### src/rtl/lsc_i2cs_pkg.sv
// Shared FSM encoding and constants for the lsc_i2cs_16 I2C target.
package lsc_i2cs_pkg;

  typedef enum logic [3:0] {
    IDLE    = 4'd0,
    DEV     = 4'd1,
    ACK_DEV = 4'd2,
    OFS_H   = 4'd3,
    ACK_H   = 4'd4,
    OFS_L   = 4'd5,
    ACK_L   = 4'd6,
    WDAT    = 4'd7,
    ACK_W   = 4'd8,
    RDAT    = 4'd9,
    RACK    = 4'd10
  } state_t;

  localparam logic [6:0] DEF_DEV_ADDR = 7'h24;
  localparam logic       ACK          = 1'b0;
  localparam logic       NACK         = 1'b1;

endpackage

### src/rtl/lsc_i2c_filt.sv
// One-bit pad conditioner: 2-flop synchronizer, FILT_LEN stability filter,
// and single-cycle rise/fall pulses of the filtered level.
module lsc_i2c_filt #(
  parameter int unsigned FILT_LEN = 3
) (
  input  logic clk,
  input  logic resetn,
  input  logic i_pad,
  output logic o_lvl,
  output logic o_rise,
  output logic o_fall
);

  logic [1:0] r_sync;
  logic [3:0] r_cnt;
  logic       r_filt;
  logic       r_prev;

  always_ff @(posedge clk) begin
    if (!resetn) begin
      r_sync <= '1;
      r_cnt  <= '0;
      r_filt <= 1'b1;
      r_prev <= 1'b1;
    end else begin
      r_sync <= {r_sync[0], i_pad};
      r_prev <= r_filt;
      // A new level is accepted only after FILT_LEN identical samples in a row
      if (r_sync[1] != r_filt) begin
        if (r_cnt == 4'(FILT_LEN - 1)) begin
          r_filt <= r_sync[1];
          r_cnt  <= '0;
        end else begin
          r_cnt <= r_cnt + 4'd1;
        end
      end else begin
        r_cnt <= '0;
      end
    end
  end

  assign o_lvl  = r_filt;
  assign o_rise = r_filt & ~r_prev;
  assign o_fall = ~r_filt & r_prev;

endmodule

### src/rtl/lsc_i2cs_16.sv
// I2C target with 7-bit address, 16-bit register offset and 8-bit data.
// Optional clock stretching for slow banks: define LSC_I2CS_STRETCH_EN.
module lsc_i2cs_16
  import lsc_i2cs_pkg::*;
#(
  parameter logic [6:0]  DEV_ADDR = DEF_DEV_ADDR,
  parameter int unsigned FILT_LEN = 3,
  parameter logic [5:0]  SDA_HOLD = 6'd10
) (
  input  logic        clk,
  input  logic        resetn,
  input  logic        scl_in,
  input  logic        sda_in,
  output logic        scl_out,
  output logic        sda_out,
  output logic [15:0] reg_addr,
  output logic        reg_wr,
  output logic [7:0]  reg_wdata,
  output logic        reg_rd,
  input  logic [7:0]  reg_rdata,
`ifdef LSC_I2CS_STRETCH_EN
  input  logic        reg_rvalid,
`endif
  output logic        busy
);

  logic w_scl, w_scl_rise, w_scl_fall;
  logic w_sda, w_sda_rise, w_sda_fall;

  lsc_i2c_filt #(.FILT_LEN(FILT_LEN)) u_scl_filt (
    .clk(clk), .resetn(resetn), .i_pad(scl_in),
    .o_lvl(w_scl), .o_rise(w_scl_rise), .o_fall(w_scl_fall)
  );

  lsc_i2c_filt #(.FILT_LEN(FILT_LEN)) u_sda_filt (
    .clk(clk), .resetn(resetn), .i_pad(sda_in),
    .o_lvl(w_sda), .o_rise(w_sda_rise), .o_fall(w_sda_fall)
  );

  state_t      r_state, w_state_nxt;
  logic [3:0]  r_bitcnt;
  logic [7:0]  r_shift, r_ofs_h, r_wdata;
  logic [15:0] r_addr;
  logic [5:0]  r_hcnt;
  logic        r_hpend, r_sda, r_busy, r_rw, r_rack_ok, r_wr, r_rd;
  logic        w_start, w_stop, w_match, w_rx, w_rd_go, w_drive;
  logic [7:0]  w_byte;

  assign w_start = w_sda_fall & w_scl;
  assign w_stop  = w_sda_rise & w_scl;
  assign w_byte  = {r_shift[6:0], w_sda};
  assign w_match = (w_byte[7:1] == DEV_ADDR) && (w_byte[7:1] != 7'd0);
  assign w_rx    = (r_state == DEV) || (r_state == OFS_H) ||
                   (r_state == OFS_L) || (r_state == WDAT);
  assign w_rd_go = w_scl_fall & ~w_start & ~w_stop &
                   (w_state_nxt == RDAT) & (r_state != RDAT);

  // Receive states move to their ACK state on the falling edge after bit 8
  always_comb begin
    w_state_nxt = r_state;
    case (r_state)
      ACK_DEV, ACK_H, ACK_L, ACK_W: w_drive = ACK;
      RDAT:                         w_drive = r_shift[7];
      default:                      w_drive = NACK;
    endcase
    if (w_start) begin
      w_state_nxt = DEV;
    end else if (w_stop) begin
      w_state_nxt = IDLE;
    end else if (w_scl_rise) begin
      if (r_state == DEV && r_bitcnt == 4'd7 && !w_match) w_state_nxt = IDLE;
      if (r_state == RACK && w_sda == NACK)               w_state_nxt = IDLE;
    end else if (w_scl_fall) begin
      case (r_state)
        DEV:     if (r_bitcnt == 4'd8) w_state_nxt = ACK_DEV;
        OFS_H:   if (r_bitcnt == 4'd8) w_state_nxt = ACK_H;
        OFS_L:   if (r_bitcnt == 4'd8) w_state_nxt = ACK_L;
        WDAT:    if (r_bitcnt == 4'd8) w_state_nxt = ACK_W;
        ACK_DEV: w_state_nxt = r_rw ? RDAT : OFS_H;
        ACK_H:   w_state_nxt = OFS_L;
        ACK_L:   w_state_nxt = WDAT;
        ACK_W:   w_state_nxt = WDAT;
        RDAT:    if (r_bitcnt == 4'd7) w_state_nxt = RACK;
        RACK:    if (r_rack_ok) w_state_nxt = RDAT;
        default: ;
      endcase
    end
  end

`ifdef LSC_I2CS_STRETCH_EN
  logic       r_scl, r_wait, r_son;
  logic [5:0] r_scnt;
`else
  logic       r_rd_d;
`endif

  always_ff @(posedge clk) begin
    if (!resetn) begin
      r_state   <= IDLE;
      r_bitcnt  <= '0;
      r_shift   <= '0;
      r_ofs_h   <= '0;
      r_wdata   <= '0;
      r_addr    <= '0;
      r_hcnt    <= '0;
      r_hpend   <= 1'b0;
      r_sda     <= 1'b1;
      r_busy    <= 1'b0;
      r_rw      <= 1'b0;
      r_rack_ok <= 1'b0;
      r_wr      <= 1'b0;
      r_rd      <= 1'b0;
`ifdef LSC_I2CS_STRETCH_EN
      r_scl     <= 1'b1;
      r_wait    <= 1'b0;
      r_son     <= 1'b0;
      r_scnt    <= '0;
`else
      r_rd_d    <= 1'b0;
`endif
    end else begin
      r_state <= w_state_nxt;
      r_wr    <= 1'b0;
      r_rd    <= w_rd_go;
      if (r_wr) r_addr <= r_addr + 16'd1;

      if (w_scl_fall) begin
        r_hpend <= 1'b1;
        r_hcnt  <= SDA_HOLD;
      end else if (r_hpend) begin
        if (r_hcnt <= 6'd1) begin
          r_sda   <= w_drive;
          r_hpend <= 1'b0;
        end else begin
          r_hcnt <= r_hcnt - 6'd1;
        end
      end

      if (w_start || w_stop) begin
        r_sda     <= 1'b1;
        r_hpend   <= 1'b0;
        r_bitcnt  <= '0;
        r_rack_ok <= 1'b0;
        if (w_stop) r_busy <= 1'b0;
      end else if (w_scl_rise) begin
        if (w_rx) begin
          r_shift  <= w_byte;
          r_bitcnt <= r_bitcnt + 4'd1;
          if (r_bitcnt == 4'd7) begin
            case (r_state)
              DEV: begin
                r_busy <= w_match;
                r_rw   <= w_byte[0];
              end
              OFS_H:   r_ofs_h <= w_byte;
              OFS_L:   r_addr  <= {r_ofs_h, w_byte};
              WDAT: begin
                r_wdata <= w_byte;
                r_wr    <= 1'b1;
              end
              default: ;
            endcase
          end
        end else if (r_state == RACK) begin
          if (w_sda == ACK) begin
            r_addr    <= r_addr + 16'd1;
            r_rack_ok <= 1'b1;
          end else begin
            r_busy <= 1'b0;
          end
        end
      end else if (w_scl_fall) begin
        if (r_state == RDAT && r_bitcnt != 4'd7) begin
          r_shift  <= {r_shift[6:0], 1'b0};
          r_bitcnt <= r_bitcnt + 4'd1;
        end else if (!w_rx || r_bitcnt == 4'd8) begin
          r_bitcnt  <= '0;
          r_rack_ok <= 1'b0;
        end
      end

`ifdef LSC_I2CS_STRETCH_EN
      // Hold SCL low until read data arrives, then for SDA_HOLD more cycles
      if (w_rd_go) begin
        r_scl  <= 1'b0;
        r_wait <= 1'b1;
      end else if (r_wait && reg_rvalid) begin
        r_shift <= reg_rdata;
        r_wait  <= 1'b0;
        r_son   <= 1'b1;
        r_scnt  <= SDA_HOLD;
        r_hpend <= 1'b1;
        r_hcnt  <= SDA_HOLD;
      end else if (r_son) begin
        if (r_scnt <= 6'd1) begin
          r_scl <= 1'b1;
          r_son <= 1'b0;
        end else begin
          r_scnt <= r_scnt - 6'd1;
        end
      end
      if (w_start || w_stop) begin
        r_scl  <= 1'b1;
        r_wait <= 1'b0;
        r_son  <= 1'b0;
      end
`else
      r_rd_d <= r_rd;
      if (r_rd_d) r_shift <= reg_rdata;
`endif
    end
  end

`ifdef LSC_I2CS_STRETCH_EN
  assign scl_out = r_scl;
`else
  assign scl_out = 1'b1;
`endif
  assign sda_out   = r_sda;
  assign reg_addr  = r_addr;
  assign reg_wr    = r_wr;
  assign reg_wdata = r_wdata;
  assign reg_rd    = r_rd;
  assign busy      = r_busy;

endmodule

### config.mk
export PLATFORM = sky130hd
export DESIGN_NAME = lsc_i2cs_16
export DESIGN_NICKNAME = d
export VERILOG_FILES = /design/src/rtl/lsc_i2cs_pkg.sv /design/src/rtl/lsc_i2c_filt.sv /design/src/rtl/lsc_i2cs_16.sv
export SDC_FILE = /design/constraint.sdc
export NUM_CORES = 1
export LEC_CHECK = 0
export CAP_MARGIN = 25
export CELL_PAD_IN_SITES_DETAIL_PLACEMENT = 1
export CELL_PAD_IN_SITES_GLOBAL_PLACEMENT = 1
export CORE_MARGIN = 2
export CORE_UTILIZATION = 44
export DETAILED_ROUTE_END_ITERATION = 7
export PLACE_DENSITY = 0.89
export SLEW_MARGIN = 40
export SYNTH_ARGS = -nofsm -noshare
export SYNTH_HDL_FRONTEND = slang
export SYNTH_SLANG_ARGS = --single-unit
### constraint.sdc
create_clock -name clk -period 2.65 [get_ports clk]
set_clock_uncertainty 0.2 [all_clocks]
set_input_delay 0.265 -clock clk [delete_from_list [all_inputs] [get_ports clk]]
set_output_delay 0.265 -clock clk [all_outputs]
set_load 0.03 [all_outputs]
# Yosys cells after proc, flatten, opt, wreduce, memory -nomap -nowiden
# Index checks and enable logic that the tools add are counted.
# op_classes
addsub	5
order_cmp	1
n_eq_ne	31
muxes	56
bitwise	25
reduce_logical	41
# ops
operator	n
16-bit two-way mux	8
4-bit two-way mux	21
8-bit two-way mux	6
4-bit one-hot mux with 9 select lines	1
4-bit by 3-bit equality test with 1-bit output, second input constant	5
4-bit equality test, second input constant	5
1-bit two-way mux	19
16-bit by 1-bit adder with 16-bit output, second input constant	1
4-bit by 2-bit equality test with 1-bit output, second input constant	4
1-bit inverter	15
5-bit AND reduction	3
3-bit nonzero test	5
2-bit != test, second input constant	7
4-bit by 1-bit adder with 4-bit output, second input constant	3
6-bit AND reduction	2
1-bit bitwise AND	10
2-bit AND reduction	4
2-bit nonzero test	4
7-bit by 6-bit equality test with 1-bit output, second input constant	1
7-bit nonzero test	1
6-bit by 1-bit <= comparator with 1-bit output, second input constant	1
3-bit by 1-bit != test with 1-bit output, second input constant	2
3-bit AND reduction	2
2-bit OR reduction	3
other kinds (15)	26
# word_totals
register_bits	78

# Depth between registers and ports, before layout
# depth
ltp_word	12
depth_mapped	9
depth_no_buf	7

# Hierarchy
# A second synthesis with hierarchy kept.
# hier_totals
cells_unflattened	514
hier_area_um2	4292.9
# by_module_without_submodules
module	n_inst	cells_per_inst	area_per_inst_um2	seq_area_each_um2
lsc_i2cs_16	1	458	3699.8	1241.2
lsc_i2c_filt	2	28	296.5	160.2

# Worst setup path after synthesis
# Ideal clock, no wire load.
# synth_timing
path_kind	register to register
start	reg r_addr[3], in the netlist reg_addr[3]
end	reg r_addr[9], in the netlist reg_addr[9]
setup_ns	0.123
t_arrival_ns	1.915
path_slack_ns	0.412
stages_incl_launch_ff	7
n_path_buf	1
period_less_slack_ns	2.238
path_cell_list	dfxtp_1 > buf_2 > nand4_2 > or3_1 > or3_1 > a21oi_1 > o22ai_1
# synth_via
elab_chain_len	7
elab_cells_between_ends	9
# synth_rtl
element	line_no	source
start: declaration	lsc_i2cs_16.sv:43	logic [15:0] r_addr;
start signal: assignment	lsc_i2cs_16.sv:125	if (r_wr) r_addr <= r_addr + 16'd1;
start signal: assignment	lsc_i2cs_16.sv:156	OFS_L: r_addr <= {r_ofs_h, w_byte};
start signal: assignment	lsc_i2cs_16.sv:166	r_addr <= r_addr + 16'd1;
16-bit by 1-bit adder with 16-bit output (*)	lsc_i2cs_16.sv:125, lsc_i2cs_16.sv:166	
16-bit two-way mux	lsc_i2cs_16.sv:125	
16-bit two-way mux (on tied branches)	lsc_i2cs_16.sv:165, lsc_i2cs_16.sv:150	
16-bit two-way mux (on tied branches)	lsc_i2cs_16.sv:164, lsc_i2cs_16.sv:149	
16-bit two-way mux	lsc_i2cs_16.sv:146	if (w_rx) begin
16-bit two-way mux	lsc_i2cs_16.sv:145	end else if (w_scl_rise) begin
16-bit two-way mux (*)	lsc_i2cs_16.sv:139	if (w_start || w_stop) begin
# Mark *: on every way between the ends. The rest lies on a longest branch, timed or not.
# A chain may end at the register's enable or synchronous reset.

# Worst setup path in the final report
# layout_timing
start	reg r_state[1]
end	reg r_addr[10], in the netlist reg_addr[10]
# layout_via
elab_chain_len	7
elab_cells_between_ends	14
# layout_rtl
element	line_no	source
start: declaration	lsc_i2cs_16.sv:40	state_t r_state, w_state_nxt;
start signal: assignment	lsc_i2cs_16.sv:122	r_state <= w_state_nxt;
4-bit by 1-bit equality test with 1-bit output or 4-bit by 2-bit equality test with 1-bit output (tied branches)	lsc_i2cs_16.sv:53	assign w_rx = (r_state == DEV) || (r_state == OFS_H) ||
1-bit logical OR (2 in series)	lsc_i2cs_16.sv:53	
1-bit logical OR	lsc_i2cs_16.sv:54	(r_state == OFS_L) || (r_state == WDAT);
16-bit two-way mux (*)	lsc_i2cs_16.sv:146	
16-bit two-way mux (*)	lsc_i2cs_16.sv:145	
16-bit two-way mux (*)	lsc_i2cs_16.sv:139	
# Marked as above.

==> flow_metrics.py <==
metrics = {
    "outcome": {
        "status": "completed",
    },
    "routing": {
        "wl_um": 14000,
        "wl_per_cell_um": 19.2,
        "firstDrtPassIters": 5,
        "viasPerCell": 5.95,
        "drc": 0,
        "num_vias": 4358,
        "postRouteAntennaNets": 0,
        "first_iter_violations": 262,
    },
    "yosys": {
        "synth_ff_type": "dfxtp_1",
        "yosysTopAreaCell": "dfxtp_1",
        "synth_area_leaders": "dfxtp_1, mux2i_1, nor2_1, xnor2_1, ha_1",
        "synth-edff-count": 0,
        "syn_inst": 545,
        "synth_common_cells": "dfxtp_1, nor2_1, nand2_1, mux2i_1, o21ai_0",
        "ys.warnings.count": 0,
        "yosysMostFrequentCell": "dfxtp_1",
        "async_reset_ff_share_pct": 0,
        "syn_avg_cell_area_um2": 8.49,
        "ys_ff_latch": 78,
        "ys_seq_area_share_pct": 33.8,
        "synth_cell_types": 82,
        "mappedNetlistNets": 569,
        "synth_top_area_share_pct": 33.8,
        "synth_area_um2": 4630,
    },
    "floorplan": {
        "dieHeight_um": 107,
        "core-area_um2": 10300,
        "io_pins": 41,
        "start_util_pct": 45.0,
        "fp.dieArea_um2": 11300,
        "fp.dieW_um": 107,
        "rows": 37,
    },
    "cts": {
        "cts.path.max_buffers": 2,
        "path_clk_slew_ps": 100,
        "cts.sinks": 78,
        "clock_latency_ps": 380,
        "cts_root_buf": "clkbuf_8",
        "cts_tree": "yes",
        "hold_buffers": 0,
        "postCtsSetupBuffers": 0,
        "cts_buffers": 9,
        "h-tree-depth": 3,
    },
    "job": {
        "maxCapViolations": 0,
    },
    "sta": {
        "hold_viol": 0,
        "finalSetupViolCount": 0,
        "worstMarginPinSlew_ps": 618,
        "rsz0062_at_grt": "false",
        "finalCriticalPeriod_ps": 2440,
        "post-route-period-util_pct": 92.2,
        "tns_ps": 0,
        "slew_violations": 0,
        "slew_headroom_pct": 58.8,
        "max_freq_ghz": 0.409,
    },
    "setup_path": {
        "arrival_ps": 2570,
        "start_kind": "register",
        "worst_setup_path_end_kind": "register",
        "critPathKind": "reg2reg",
        "cp.required_ps": 2770,
        "critPathMaxFanout": 17,
    },
    "power": {
        "p_comb_share_pct": 3.3,
        "power.leakage_nw": 1.89,
        "p_int_w": 0.00156,
        "netSwitchingPower_w": 0.000553,
        "finalPower_w": 0.00211,
        "swShare_pct": 26.2,
        "power_frac_clock_pct": 40.9,
        "p_per_area_nw_per_um2": 389,
        "seq_power_share_pct": 55.8,
        "peakVddDrop_mv": 0.215,
    },
    "layout": {
        "drive_gt1_share_pct": 11.9,
        "utilization_pct": 52.9,
        "fin_nets": 615,
        "antennaDiodeCount": 0,
        "areaGrowthSynthToFinish_pct": 17.4,
    },
    "global_route": {
        "grt_first_pass_wirelength_um": 23000,
        "met2_usage_pct": 46.5,
        "grt_max_degree": 21,
        "grtUsageMet1_pct": 29.8,
        "first_global_vias": 4478,
        "overflow": 0,
        "antenna_found_initial": 0,
        "grtUsageMet3_pct": 4.72,
        "gr-usage-all-layers_pct": 25.5,
        "grt_busiest_layer": "met2",
    },
    "placement": {
        "dpl.hpwl_um": 10400,
        "gp_congestion": 0.910,
        "portBuffers": 39,
    },
    "min_path": {
        "min_path_type": "reg2reg",
    },
}
## layer usage
metal  share of wire (%)  vias to the layer above
li1                    -                     2063
met1                  42                     2148
met2                  51                      117
met3                 4.2                       30
met4                 2.6                        0
met5                   0                        -
## sequential cells by signal, summed over array words and instances (netlist names), 2 cells and up
signal and count:
r_bitcnt 4, u_sda_filt.r_cnt 4, r_shift 8, u_sda_filt.r_sync 2, reg_wdata 8, reg_addr 16
u_scl_filt.r_cnt 4, r_hcnt 6, r_ofs_h 8, r_state 4, u_scl_filt.r_sync 2
## per-stage QoR
stage          cells  setup slack, ps  hold WS, ps  instance area, µm²
2_1_floorplan    545              412          166                4630
3_3_place_gp     716              355          191                5250
3_5_place_dp     716              265          205                5250
4_1_cts          732              148          233                5430
5_1_grt          732             21.6          249                5430
6_report         732              206          221                5430
## power groups by stage
stage	combinational (W)	sequential, W	clock [W]
after CTS	0.0000703	0.00118	0.000876
after global placement	0.0000676	0.00121	0
final	0.0000698	0.00118	0.000863
after detailed placement	0.0000702	0.00121	0
after global routing	0.0000763	0.00118	0.000923
after floorplan	0.0000370	0.00121	0
## area by class of cell
cell class / instances / area (µm²)
inverters: 19 / 71.3
multi-input cells: 414 / 2830
flip-flops and latches: 78 / 1560
repair buffers: 69 / 616
clock inverters: 7 / 57.6
clock buffers: 9 / 124
fillers: 1244 / 4840
well taps: 136 / 170
## path summary, 6_finish.rpt
check / start / endpoint / slack, ps / cells after the start
setup / recovery: r_state[1]$_SDFF_PN0_ / reg_addr[10]$_SDFF_PN0_ / 210 / 5
hold / removal: u_sda_filt.r_sync[0]$_SDFF_PN1_ / u_sda_filt.r_sync[1]$_SDFF_PN1_ / 220 / 1
setup reg to reg: r_state[1]$_SDFF_PN0_ / reg_addr[10]$_SDFF_PN0_ / 210 / 5
hold reg to reg: u_sda_filt.r_sync[0]$_SDFF_PN1_ / u_sda_filt.r_sync[1]$_SDFF_PN1_ / 220 / 1
## worst max-delay path, cell delays in order, from the launching register on
cell and delay [ps]:
dfxtp_1 640, nand2b_1 170, o31a_1 450, o22ai_1 470, nor3b_1 300, a211o_1 150
## placed cells by master (no fill, tap or decap), types with 4 or more instances in the layout
cell type and instances:
o211ai_1 8, nand4_1 10, mux2i_1 30, a211o_1 6, o221ai_1 6, xnor2_1 19
or3_1 6, nand2b_1 9, clkdlybuf4s50_1 39, nor4_1 8, buf_4 30, and3_1 4
o21ai_0 27, a211oi_1 7, ha_1 12, nor2_1 68, o21ai_1 4, a21o_1 4
nand2_1 36, nand3_1 20, a21oi_1 20, clkbuf_8 9, nand3b_1 4, nor3_1 9
xor2_1 17, inv_1 18, dfxtp_1 78
## cell families (layout without fill, tap and decap cells)
family	Yosys count	count (layout)	share of synthesized area (%)
AOI/OAI and AO/OA	127	127	20.2
muxes	32	32	6.98
and+or+nand+nor	205	205	23.5
other	1	1	0.0811
xor gates and xnor gates	37	37	7.17
DFF	78	78	33.8
buffers and inverters	53	104	5.14
adders and majority gates	12	12	3.25
## timing repair
item	4_1_cts	5_1_grt
endpoints found under the setup margin	0	2
endpoints found under the hold margin	0	0
resized for setup	0	1
(Power assumes the default switching activity.)
